`src/rtl/video_stream_gen.sv`:
```
// Synthetic pixel-stream source: programmable frame/line timing with selectable
// test patterns, driving VSYNC/HSYNC/EN/Data toward the preprocessing ASIC input.
module video_stream_gen #(
  parameter int H_ACTIVE = 640,
  parameter int V_ACTIVE = 480,
  parameter int H_GAP    = 16,
  parameter int V_LEAD   = 8,
  parameter int V_TAIL   = 8,
  parameter int F_GAP    = 32,
  parameter int CW       = 16
) (
  input  logic       clk_sys,
  input  logic       reset_sys,
  input  logic       start,
  input  logic       stop,
  input  logic [7:0] frame_num,
  input  logic [1:0] pat_sel,
  input  logic [7:0] pat_val,
  output logic       OutVSYNC,
  output logic       OutHSYNC,
  output logic       OutEN,
  output logic [7:0] OutData,
  output logic       busy,
  output logic       frame_done,
  output logic [7:0] frame_cnt
);

  typedef enum logic [2:0] {
    ST_IDLE,
    ST_V_LEAD,
    ST_LINE,
    ST_H_GAP,
    ST_V_TAIL,
    ST_F_GAP
  } state_t;

  localparam logic [CW-1:0] H_LAST  = CW'(H_ACTIVE - 1);
  localparam logic [CW-1:0] V_LAST  = CW'(V_ACTIVE - 1);
  localparam logic [CW-1:0] HG_LAST = CW'(H_GAP - 1);
  localparam logic [CW-1:0] VL_LAST = CW'(V_LEAD - 1);
  localparam logic [CW-1:0] VT_LAST = CW'(V_TAIL - 1);
  localparam logic [CW-1:0] FG_LAST = CW'(F_GAP - 1);

  state_t        state;
  logic [CW-1:0] x, y, cnt;
  logic [7:0]    num_lat, val_lat;
  logic [1:0]    sel_lat;
  logic          stop_flag;
  logic          stop_hit;
  logic [7:0]    next_cnt;

  function automatic logic [7:0] pattern(input logic [CW-1:0] px, input logic [CW-1:0] py,
                                         input logic [1:0] sel, input logic [7:0] val);
    case (sel)
      2'd0:    pattern = px[7:0];
      2'd1:    pattern = py[7:0];
      2'd2:    pattern = (px[3] ^ py[3]) ? 8'hFF : 8'h00;
      default: pattern = val;
    endcase
  endfunction

  // A stop seen on the deciding edge itself counts as well as an earlier sticky one
  assign stop_hit = stop_flag | stop;
  assign next_cnt = frame_cnt + 8'd1;

  // Outputs are loaded with the values of the state being entered, so they are registered
  always_ff @(posedge clk_sys or negedge reset_sys) begin
    if (!reset_sys) begin
      state      <= ST_IDLE;
      x          <= '0;
      y          <= '0;
      cnt        <= '0;
      num_lat    <= '0;
      sel_lat    <= '0;
      val_lat    <= '0;
      stop_flag  <= 1'b0;
      OutVSYNC   <= 1'b0;
      OutHSYNC   <= 1'b0;
      OutEN      <= 1'b0;
      OutData    <= '0;
      busy       <= 1'b0;
      frame_done <= 1'b0;
      frame_cnt  <= '0;
    end else begin
      frame_done <= 1'b0;
      if (state != ST_IDLE && stop) stop_flag <= 1'b1;
      case (state)
        ST_IDLE: begin
          if (start) begin
            num_lat   <= frame_num;
            sel_lat   <= pat_sel;
            val_lat   <= pat_val;
            frame_cnt <= '0;
            cnt       <= '0;
            OutVSYNC  <= 1'b1;
            busy      <= 1'b1;
            state     <= ST_V_LEAD;
          end
        end
        ST_V_LEAD: begin
          if (cnt == VL_LAST) begin
            x        <= '0;
            y        <= '0;
            OutHSYNC <= 1'b1;
            OutEN    <= 1'b1;
            OutData  <= pattern('0, '0, sel_lat, val_lat);
            state    <= ST_LINE;
          end else begin
            cnt <= cnt + 1'b1;
          end
        end
        ST_LINE: begin
          if (x == H_LAST) begin
            OutHSYNC <= 1'b0;
            OutEN    <= 1'b0;
            OutData  <= '0;
            cnt      <= '0;
            state    <= (y == V_LAST) ? ST_V_TAIL : ST_H_GAP;
          end else begin
            x       <= x + 1'b1;
            OutData <= pattern(x + 1'b1, y, sel_lat, val_lat);
          end
        end
        ST_H_GAP: begin
          if (cnt == HG_LAST) begin
            x        <= '0;
            y        <= y + 1'b1;
            OutHSYNC <= 1'b1;
            OutEN    <= 1'b1;
            OutData  <= pattern('0, y + 1'b1, sel_lat, val_lat);
            state    <= ST_LINE;
          end else begin
            cnt <= cnt + 1'b1;
          end
        end
        ST_V_TAIL: begin
          if (cnt == VT_LAST) begin
            OutVSYNC   <= 1'b0;
            frame_done <= 1'b1;
            frame_cnt  <= next_cnt;
            cnt        <= '0;
            if (stop_hit || (num_lat != 8'd0 && next_cnt == num_lat)) begin
              busy      <= 1'b0;
              stop_flag <= 1'b0;
              state     <= ST_IDLE;
            end else begin
              state <= ST_F_GAP;
            end
          end else begin
            cnt <= cnt + 1'b1;
          end
        end
        ST_F_GAP: begin
          if (cnt == FG_LAST) begin
            cnt <= '0;
            if (stop_hit) begin
              busy      <= 1'b0;
              stop_flag <= 1'b0;
              state     <= ST_IDLE;
            end else begin
              sel_lat  <= pat_sel;
              val_lat  <= pat_val;
              OutVSYNC <= 1'b1;
              state    <= ST_V_LEAD;
            end
          end else begin
            cnt <= cnt + 1'b1;
          end
        end
        default: state <= ST_IDLE;
      endcase
    end
  end

endmodule

```
`config.mk`:
```
export PLATFORM = sky130hd
export DESIGN_NAME = video_stream_gen
export DESIGN_NICKNAME = d
export VERILOG_FILES = /design/src/rtl/video_stream_gen.sv
export SDC_FILE = /design/constraint.sdc
export NUM_CORES = 1
export LEC_CHECK = 0
export CORE_MARGIN = 2
export CORE_UTILIZATION = 30
export CTS_CLUSTER_DIAMETER = 40
export DETAILED_ROUTE_END_ITERATION = 16
export DONT_BUFFER_PORTS = 1
export PLACE_DENSITY = 0.45
export REMOVE_ABC_BUFFERS = 1
export SLEW_MARGIN = 10
export SYNTH_ARGS = -nofsm -noshare
export SYNTH_HDL_FRONTEND = slang
export SYNTH_SLANG_ARGS = --single-unit
```
`constraint.sdc`:
```
create_clock -name clk_sys -period 5.57 [get_ports clk_sys]
set_input_delay 0.557 -clock clk_sys [delete_from_list [all_inputs] [get_ports clk_sys]]
set_output_delay 0.557 -clock clk_sys [all_outputs]
set_load 0.02 [all_outputs]
```
==> results.sh <==
export IMPL_ys_ff_latch=90
export IMPL_routed_wl_um=13300
export IMPL_yosysSeqAreaShare_pct=42.7
export IMPL_drtAntennaViolNets=0
export IMPL_rsz0062_at_grt="false"
export IMPL_status="completed"
export IMPL_final_common_cell="dfrtp_1"
export IMPL_syn_cell_area_mm2=0.00528
export IMPL_worstSetupPathDepth=6
export IMPL_ioPinCount=43
export IMPL_grt_ovfl_total=0
export IMPL_power_total_mw=2.41
export IMPL_synth_edf_count=0
export IMPL_drive_above_1_share_pct=8.55
export IMPL_cts_sinks=90
export IMPL_worst_path_max_fanout=20
export IMPL_slew_viol_final=0
export IMPL_clk_pin_slew_ps=60
export IMPL_hold_class="primary input to async pin"
export IMPL_hpwlAfterDp_um=9490
export IMPL_cp_num_buf_inv=0
export IMPL_synthToLayoutAreaGrowth_pct=9.27
export IMPL_routedWlPerCell_um=16.7
export IMPL_portBuffers=0
export IMPL_vias=4240
export IMPL_setup_violations=0
export IMPL_nNetsFinal=594
export IMPL_antenna_found_initial=0
export IMPL_postCtsSetupRepairBufs=0
export IMPL_timing_fmax_mhz=289
export IMPL_worstMarginPinSlew_ps=914
export IMPL_async_reset_ff_share_pct=100
export IMPL_finalSetupTns_ps=0
export IMPL_initial_core_util_pct=30.6
export IMPL_grt_pass1_wl_um=22200
export IMPL_fp_dieArea_mm2=0.0187
export IMPL_final_cell_mix="dfrtp_1, nand2_1, nor2_1"
export IMPL_crit_required_ps=5800
export IMPL_critPathArrivalTime_ps=3690
export IMPL_ys_flop_type="dfrtp_1"
export IMPL_synthCells=586
export IMPL_crit_chain="nor2b_1, and2_1, nand3_1, nand4_1, or2_4, o41ai_1"
export IMPL_syn_area_per_cell_um2=9.01
export IMPL_max_slew_margin_rel_pct=38.7
export IMPL_min_period_over_period_pct=62.1
export IMPL_clk_path_buf_depth=2
export IMPL_drc=0
export IMPL_first_pass_iters=4
export IMPL_crit_path_end_kind="flop"
export IMPL_cts_made_buffers=9
export IMPL_clk_latency_ps=350
export IMPL_rows=48
export IMPL_crit_family="simple AND/OR/NAND/NOR gates"
export IMPL_min_period_ps=3460
export IMPL_slowest_stage="nand4_1"
export IMPL_vias_per_cell=5.31
export IMPL_reg2reg_depth=6
export IMPL_synth_warnings=0
export IMPL_pwr_density_cell_mw_per_mm2=417
export IMPL_drv_cap=0
export IMPL_coreArea_mm2=0.0172
export IMPL_grt_max_degree=91
export IMPL_root_buffer="clkbuf_16"
export IMPL_h_tree_depth=3
export IMPL_drt_iter0_drc=388
export IMPL_startpoint_type="flop"
export IMPL_ir_worst_vdd_mv=0.201
export IMPL_finalWeightedCongestion=0.819
export IMPL_grt_pass1_vias=4087
export IMPL_die_width_um=137
export IMPL_ctsHoldBuffers=1
export IMPL_grt_usage_pct=15.2
export IMPL_cts_resized=0
export IMPL_antenna_cells=0
export IMPL_crit_type="flop to flop"
export IMPL_p_leak_nw=2.34
export IMPL_cpPeakStageDelay_ps=790
export IMPL_cts_tree="yes"
export IMPL_finalHoldViolCount=0
export IMPL_ys_types=61
export IMPL_fin_skew_ps=11.1
export IMPL_fp_dieH_um=137
## flip-flops by register name, summed over array words and instances, names as in the netlist
signal      cells
busy            1
num_lat         8
OutEN           1
val_lat         8
x              16
frame_done      1
sel_lat         2
y              16
state           3
OutVSYNC        1
stop_flag       1
frame_cnt       8
cnt            16
OutData         8
## Yosys cell counts (all sizes together), types with 4 or more instances
cell	number	share of area, %
ha	4	0.95
buf	13	1.5
a21oi	28	2.7
or3	4	0.47
nor3	14	1.6
or2	5	0.64
and2	5	0.59
inv	9	0.64
o31ai	19	2.7
nand4	13	1.5
xnor2	14	2.3
nor2b	6	0.71
nand3	26	2.5
and4	7	1.2
nor3b	7	1.1
a21o	5	0.71
nor4	8	1.5
nand2	57	4.1
o21ai	64	6.1
xor2	20	3.3
nor2	59	4.3
nand2b	7	0.83
dfrtp	90	43
a211oi	5	0.71
clkbuf	17	1.2
mux2i	4	0.76
and3	20	2.4
mux2	18	3.8
o211ai	4	0.57
## per-layer routing
metal / global-route usage (%) / share of wire (%) / vias to the layer above
met2: 22.7 / 45 / 66
met3: 3.37 / 4.2 / 11
met4: 3.94 / 1.1 / 0
met1: 22.0 / 50 / 2066
li1: - / - / 2097
met5: 0 / 0 / -
## where the power goes
group / switching, mW / total (mW) / internal [mW]
Sequential: 0.198 / 0.979 / 0.781
Combinational: 0.472 / 0.768 / 0.295
Clock: 0.268 / 0.662 / 0.394
Total: 0.938 / 2.41 / 1.47
## cell families (layout without fill, tap and decap cells)
group	Yosys count	after routing	synth area share, %
flip-flops	90	90	42.7
AND/OR/NAND/NOR	250	250	25.5
buffers and inverters	39	26	3.39
AO/OA/AOI/OAI	147	147	17.3
multiplexers	22	22	4.60
XOR/XNOR	34	34	5.64
adder cells (fa/ha/maj)	4	4	0.948
## per-stage QoR
stage	cell area [µm²]	hold WS, ps	setup slack, ps	util, %	cells
2_1_floorplan	5130	261	2930	-	556
3_3_place_gp	5420	265	2250	31.5	781
3_5_place_dp	5420	265	2110	31.5	781
4_1_cts	5770	144	2090	33.5	798
5_1_grt	5770	163	1780	33.5	798
6_report	5770	126	2110	33.5	798
## area by class of cell
type	count	area [µm²]
fill	1782	11500
multi-input combinational	457	2850
sequential	90	2250
tap	225	282
clock buffer	10	229
clock inverter	6	91.3
inverter	9	33.8
timing repair buffer	1	27.5
## worst reg2reg max path, delay by kind of cell (launching register included)
family / cells / cell delay, ps
flip-flops: 1 / 600
AO/OA/AOI/OAI: 1 / 390
AND/OR/NAND/NOR: 5 / 2340
## worst paths after layout
kind                       startpoint          to  slack [ps]
max                          state[0]     cnt[10]        2110
min reg2reg                val_lat[3]  val_lat[3]         510
min in group clk_sys       pat_sel[0]  sel_lat[0]         320
max reg2reg                  state[0]     cnt[10]        2110
min                         reset_sys  OutData[7]         130
max in group asynchronous   reset_sys  num_lat[1]        5080
Note: power is estimated with default switching activity, not from simulation.
